**src/rtl/fft_peak_finder.sv**
```systemverilog
// fft_peak_finder: on a rising fft_done edge, sweeps bins 1..N/2-1 and reports the max |X|^2 bin.
// Optional noise gate: define PEAK_NOISE_GATE_EN to add noise_thresh / peak_found.
module fft_peak_finder #(
   parameter int bit_width = 16,
   parameter int M         = 9,
   parameter int N         = 512,
   parameter int RD_LAT    = 1
) (
   input  logic                   clk,
   input  logic                   reset,
   input  logic                   fft_done,
   input  logic [2*bit_width-1:0] fft_wd,
   output logic [M-1:0]           rd_adr,
   output logic                   busy,
   output logic                   peak_valid,
   output logic [M-1:0]           peak_bin,
   output logic [2*bit_width:0]   peak_mag
`ifdef PEAK_NOISE_GATE_EN
   ,
   input  logic [2*bit_width:0]   noise_thresh,
   output logic                   peak_found
`endif
);

   localparam int PW = 2*bit_width;
   localparam int CW = $clog2(RD_LAT + 3);
   localparam logic [M-1:0]  LAST_ADR  = M'(N/2 - 1);
   localparam logic [CW-1:0] DRAIN_END = CW'(RD_LAT + 1);

   typedef enum logic [1:0] {IDLE = 2'd0, SCAN = 2'd1, DRAIN = 2'd2, REPORT = 2'd3} state_t;

   state_t               state_r;
   logic                 done_q_r;
   logic                 armed_r;
   logic [CW-1:0]        drain_cnt_r;
   logic                 trig_s;
   logic                 start_s;
   logic [M-1:0]         adr_pipe_r [RD_LAT];
   logic                 val_pipe_r [RD_LAT];
   logic signed [PW-1:0] re_s;
   logic signed [PW-1:0] im_s;
   logic [PW-1:0]        re2_r;
   logic [PW-1:0]        im2_r;
   logic [M-1:0]         tag1_r;
   logic [M-1:0]         tag2_r;
   logic                 val1_r;
   logic                 val2_r;
   logic [PW:0]          sum2_r;
   logic [PW:0]          max_mag_r;
   logic [PW:0]          max_mag_s;
   logic [M-1:0]         max_bin_r;
   logic [M-1:0]         max_bin_s;

   // armed_r blocks a trigger when fft_done was already high as reset was released
   assign trig_s  = fft_done & ~done_q_r & armed_r;
   assign start_s = (state_r == IDLE) & trig_s;
   assign re_s    = {{bit_width{fft_wd[PW-1]}}, fft_wd[PW-1:bit_width]};
   assign im_s    = {{bit_width{fft_wd[bit_width-1]}}, fft_wd[bit_width-1:0]};

   // Compare stage: strict greater-than so ties keep the lowest bin index.
   always_comb begin
      max_mag_s = max_mag_r;
      max_bin_s = max_bin_r;
      if (val2_r && (sum2_r > max_mag_r)) begin
         max_mag_s = sum2_r;
         max_bin_s = tag2_r;
      end else begin
         max_mag_s = max_mag_r;
         max_bin_s = max_bin_r;
      end
   end

   // Datapath: read-latency tag delay, square stage, sum stage and running max.
   always_ff @(posedge clk) begin
      if (reset) begin
         for (int i = 0; i < RD_LAT; i++) begin
            adr_pipe_r[i] <= '0;
            val_pipe_r[i] <= 1'b0;
         end
         re2_r     <= '0;
         im2_r     <= '0;
         tag1_r    <= '0;
         val1_r    <= 1'b0;
         sum2_r    <= '0;
         tag2_r    <= '0;
         val2_r    <= 1'b0;
         max_mag_r <= '0;
         max_bin_r <= M'(1);
      end else begin
         adr_pipe_r[0] <= rd_adr;
         val_pipe_r[0] <= (state_r == SCAN);
         for (int i = 1; i < RD_LAT; i++) begin
            adr_pipe_r[i] <= adr_pipe_r[i-1];
            val_pipe_r[i] <= val_pipe_r[i-1];
         end
         re2_r  <= re_s * re_s;
         im2_r  <= im_s * im_s;
         tag1_r <= adr_pipe_r[RD_LAT-1];
         val1_r <= val_pipe_r[RD_LAT-1];
         sum2_r <= {1'b0, re2_r} + {1'b0, im2_r};
         tag2_r <= tag1_r;
         val2_r <= val1_r;
         if (start_s) begin
            max_mag_r <= '0;
            max_bin_r <= M'(1);
         end else begin
            max_mag_r <= max_mag_s;
            max_bin_r <= max_bin_s;
         end
      end
   end

   // Control FSM: edge detect, address sweep, drain timer and registered report outputs.
   always_ff @(posedge clk) begin
      if (reset) begin
         state_r     <= IDLE;
         done_q_r    <= 1'b0;
         armed_r     <= ~fft_done;
         drain_cnt_r <= '0;
         rd_adr      <= '0;
         busy        <= 1'b0;
         peak_valid  <= 1'b0;
         peak_bin    <= '0;
         peak_mag    <= '0;
`ifdef PEAK_NOISE_GATE_EN
         peak_found  <= 1'b0;
`endif
      end else begin
         done_q_r   <= fft_done;
         armed_r    <= armed_r | ~fft_done;
         peak_valid <= 1'b0;
         case (state_r)
            IDLE: begin
               if (trig_s) begin
                  state_r <= SCAN;
                  rd_adr  <= M'(1);
                  busy    <= 1'b1;
               end else begin
                  state_r <= IDLE;
               end
            end
            SCAN: begin
               if (rd_adr == LAST_ADR) begin
                  state_r     <= DRAIN;
                  rd_adr      <= '0;
                  drain_cnt_r <= '0;
               end else begin
                  rd_adr <= rd_adr + M'(1);
               end
            end
            DRAIN: begin
               // the last bin's compare lands on this same edge, so report the comb max
               if (drain_cnt_r == DRAIN_END) begin
                  state_r    <= REPORT;
                  peak_valid <= 1'b1;
`ifdef PEAK_NOISE_GATE_EN
                  if (max_mag_s > noise_thresh) begin
                     peak_found <= 1'b1;
                     peak_bin   <= max_bin_s;
                     peak_mag   <= max_mag_s;
                  end else begin
                     peak_found <= 1'b0;
                     peak_bin   <= '0;
                     peak_mag   <= '0;
                  end
`else
                  peak_bin   <= max_bin_s;
                  peak_mag   <= max_mag_s;
`endif
               end else begin
                  drain_cnt_r <= drain_cnt_r + CW'(1);
               end
            end
            REPORT: begin
               state_r <= IDLE;
               busy    <= 1'b0;
            end
            default: begin
               state_r <= IDLE;
               rd_adr  <= '0;
               busy    <= 1'b0;
            end
         endcase
      end
   end

endmodule

```
**config.mk**
```make
export PLATFORM = sky130hd
export DESIGN_NAME = fft_peak_finder
export DESIGN_NICKNAME = d
export VERILOG_FILES = /design/src/rtl/fft_peak_finder.sv
export SDC_FILE = /design/constraint.sdc
export NUM_CORES = 2
export LEC_CHECK = 0
export CORE_MARGIN = 8
export CORE_UTILIZATION = 45
export DETAILED_ROUTE_END_ITERATION = 7
export DONT_BUFFER_PORTS = 1
export PLACE_DENSITY = 0.59
export SYNTH_ARGS = -nofsm -noshare
export SYNTH_HDL_FRONTEND = slang
export SYNTH_SLANG_ARGS = --single-unit
```
**constraint.sdc**
```tcl
create_clock -name clk -period 8.7 [get_ports clk]
set_input_delay 1.74 -clock clk [delete_from_list [all_inputs] [get_ports clk]]
set_output_delay 1.74 -clock clk [all_outputs]
set_load 0.01 [all_outputs]
```
==> metrics <==
outcome=finished clean; via count=19169; Top FF cell, synth=dfxtp_1; dpl cells=3669; hold worst-path end=tag1_r[6]$_SDFF_PP0_; Crit path largest cell delay=0.88 ns; top cells by area, synth=fa_1 35%, dfxtp_1 17%, ha_1 12%, inv_1 9.7%, nor2_1 2.9%; mux contribution to synthesized area=0.00231; Synth Cell Area=roughly 27000 um^2; row cnt=90; worst hold path class=reg -> reg; Post-Synth Simple-Gate Area=0.129; WHS=between 0.4 and 0.5 ns; port bufs=0; GRT Total Usage=0.182; first-pass GRT wire length=102 mm; setup TNS=0 ns; # hold bufs at CTS=0; Max FO, Critical Path=15; Max Root-Sink Buffers=3; Post-synth EDFFs=0; DRT antenna net count=0; r2r endpoint=peak_mag[8]$_SDFFE_PP0P_; Area Overhead vs Synth=5.62%; Syn Inst Count=between 2000 and 3000; syn_nets=3733; R2R setup slack=5.48 ns; Slew HR=0.445; CP Launch Type=input port; synth warn=0; CP Cell Sequence=clkinv_1 -> nor2_1 -> fa_1 -> fa_1 -> fa_1 -> fa_1 -> fa_1 -> inv_1 -> fa_1 -> inv_1 -> ha_1 -> o311ai_1 -> nand2b_1 -> nand3_1 -> o21ai_2 -> a21oi_2 -> mux2i_1 -> or4_1; top cell type's share of synthesized area=0.346; max cap viols=0; CP Buf/Inv Count=3; RR Startpoint=max_mag_r[14]$_SDFF_PP0_; CP most frequent cell=fa_1; CP max stage cell=fa_1; shortest period the worst path allows=7.17 ns; core outline area=59900 um^2; RSZ-0062 raised after global routing=no; CTS Root Cell=clkbuf_16; # nets final=3669; Worst-Margin Slew=0.832 ns; number of global-route vias before repair=around 21000; die area=68200 um^2; clk_lat worst skew=0.53 ns; reg2reg path depth=11; Die Width=261 um; Antenna diodes=0; Yosys reg bits=226; crit path kind=in -> reg; Final Hold Violating Endpoints=0; Hold Crit Start=adr_pipe_r[0][6]$_SDFF_PP0_; DPL Wire Length=48.7 mm; beginning of the critical path=fft_wd[15]; hold path depth=1; Fillers=between 5000 and 6000; CTS resizes=0; initial core utilization=0.452; crit share post-route=0.824; I/O pins=88; largest net degree at the start of global routing=191; worst path required time=between 9 and 10 ns; Initial DRC Count=about 1100; GP Congestion=0.851; Compound-Gate Fraction of Synth Area=0.0973; CP top delay family=adder cells; CTS Sinks=226; post-synth top area cell=fa_1; asr flop ratio synth=0; grt ovf=0; Distinct cells, synth=72; final instance count without filler cells=3713; # setup viols final=0; H-tree levels=1; number of remaining DRC errors=0; DIE HEIGHT=261 um; Worst-path clk slew=0.05 ns; Crit. End Element=flop; Synth Area per Inst=9.08 um^2; Final Max Slew Viols=0; Synth Area in XOR/XNOR=0.0311; Synth Area in Adders=0.462; largest family of logic cells by synthesized area=adder cells; postcts setup bufs=0; initial antenna violation count=2; first drt pass iteration count=5; CTS tree=built; CP Data Arrival Time=7.57 ns; TritonCTS Buffers=26; Post-Route WL=59.2 mm; Worst Skew=0.0163 ns; Fmax=140 MHz; share of post-route cells with drive strength above 1=0.0256; vias per cell=5.16; Seq/Total Area, Yosys=0.167; WL/cell=~16 um
-- layout by cell type (no fill, tap or decap), types with 42 or more instances in the layout --
master / count
a21oi_1: 110
a311oi_1: 43
and2_1: 78
dfxtp_1: 226
fa_1: 467
ha_1: 252
inv_1: 699
nand2_1: 190
nand3_1: 69
nor2_1: 207
nor2b_1: 51
nor3_1: 46
o21ai_0: 43
o21ai_1: 42
xnor2_1: 59
-- cell usage after synthesis, types with 8 or more instances --
| cell type | instances |
|---|---|
| inv_1 | 699 |
| fa_1 | 467 |
| ha_1 | 252 |
| dfxtp_1 | 226 |
| nor2_1 | 207 |
| nand2_1 | 190 |
| a21oi_1 | 110 |
| clkbuf_1 | 86 |
| and2_1 | 79 |
| nand3_1 | 69 |
| xnor2_1 | 59 |
| nor2b_1 | 51 |
| nor3_1 | 46 |
| a311oi_1 | 43 |
| o21ai_0 | 43 |
| o21ai_1 | 42 |
| xor2_1 | 37 |
| a21o_1 | 34 |
| o21a_1 | 22 |
| nand2b_1 | 21 |
| a211oi_1 | 18 |
| nand4_1 | 18 |
| o211ai_1 | 11 |
| a31o_2 | 10 |
| a31oi_1 | 9 |
| buf_1 | 9 |
| o31ai_1 | 9 |
| nor3b_1 | 8 |
| or2_2 | 8 |
| or3_1 | 8 |
-- kinds of logic (layout without fill, tap and decap cells) --
| logic type | after synthesis | in the layout |
|---|---|---|
| buffers and inverters | 802 | 754 |
| AND/OR/NAND/NOR | 731 | 731 |
| adder cells (fa/ha/maj) | 719 | 719 |
| AO/OA/AOI/OAI | 399 | 399 |
| flip-flops | 226 | 226 |
| XOR/XNOR | 96 | 96 |
| multiplexers | 6 | 6 |
-- how the worst max path moves through the flow --
stage / to / slack [ns] / depth (start not counted)
floorplan: re2_r[29]$_SDFF_PP0_ / 1.10 / 24
global placement: im2_r[31]$_SDFF_PP0_ / 1.13 / 18
detailed placement: im2_r[31]$_SDFF_PP0_ / 1.02 / 18
CTS: im2_r[31]$_SDFF_PP0_ / 1.57 / 18
global route: im2_r[31]$_SDFF_PP0_ / 1.18 / 18
finish: im2_r[31]$_SDFF_PP0_ / 1.53 / 18
-- flip-flops by register name, indices dropped and copies added, names as in the netlist, 2 cells and up --
| signal | cells |
|---|---|
| peak_mag | 33 |
| sum2_r | 33 |
| max_mag_r | 33 |
| state_r | 2 |
| rd_adr | 9 |
| re2_r | 31 |
| peak_bin | 9 |
| im2_r | 31 |
| tag1_r | 9 |
| max_bin_r | 9 |
| tag2_r | 9 |
| drain_cnt_r | 2 |
| adr_pipe_r | 9 |
-- routing by layer --
metal,vias to the layer above,part of all wire,track usage
li1,9132,-,-
met1,9626,0.42,0.225
met2,331,0.52,0.340
met3,80,0.041,0.0216
met4,0,0.018,0.0356
met5,-,0,0
-- final cells by class --
cell class,count,area [um^2],area share
Clock buffer,37,743,0.0260
Clock inverter,7,113,0.00394
Inverter,702,2640,0.0922
Multi-Input combinational cell,1951,19500,0.683
Sequential cell,226,4520,0.158
Tap cell,782,978,0.0342
Timing Repair Buffer,8,60.1,0.00210
-- metrics by stage --
| step | utilization | worst slack [ns] | cell area, um^2 |
|---|---|---|---|
| 6_report | 0.477 | 1.53 | 28600 |
| 4_1_cts | 0.477 | 1.57 | 28600 |
| 3_3_place_gp | 0.463 | 1.13 | 27700 |
| 2_1_floorplan | - | 1.10 | 27100 |
| 5_1_grt | 0.477 | 1.18 | 28600 |
| 3_5_place_dp | 0.463 | 1.02 | 27700 |
-- worst reg2reg max path: stages, from the launching register on --
cell and delay [ns]:
dfxtp_1 0.33, inv_1 0.05, ha_1 0.28, nand4_1 0.15
nor3_1 0.41, o21a_1 0.19, o31ai_1 0.06, a21oi_1 0.32
or3_1 0.38, buf_4 0.44, nand3_1 0.19, a311oi_1 0.30
Power is not shown: default switching activity piles up to over one toggle a cycle in this logic, so the estimate is an artifact.
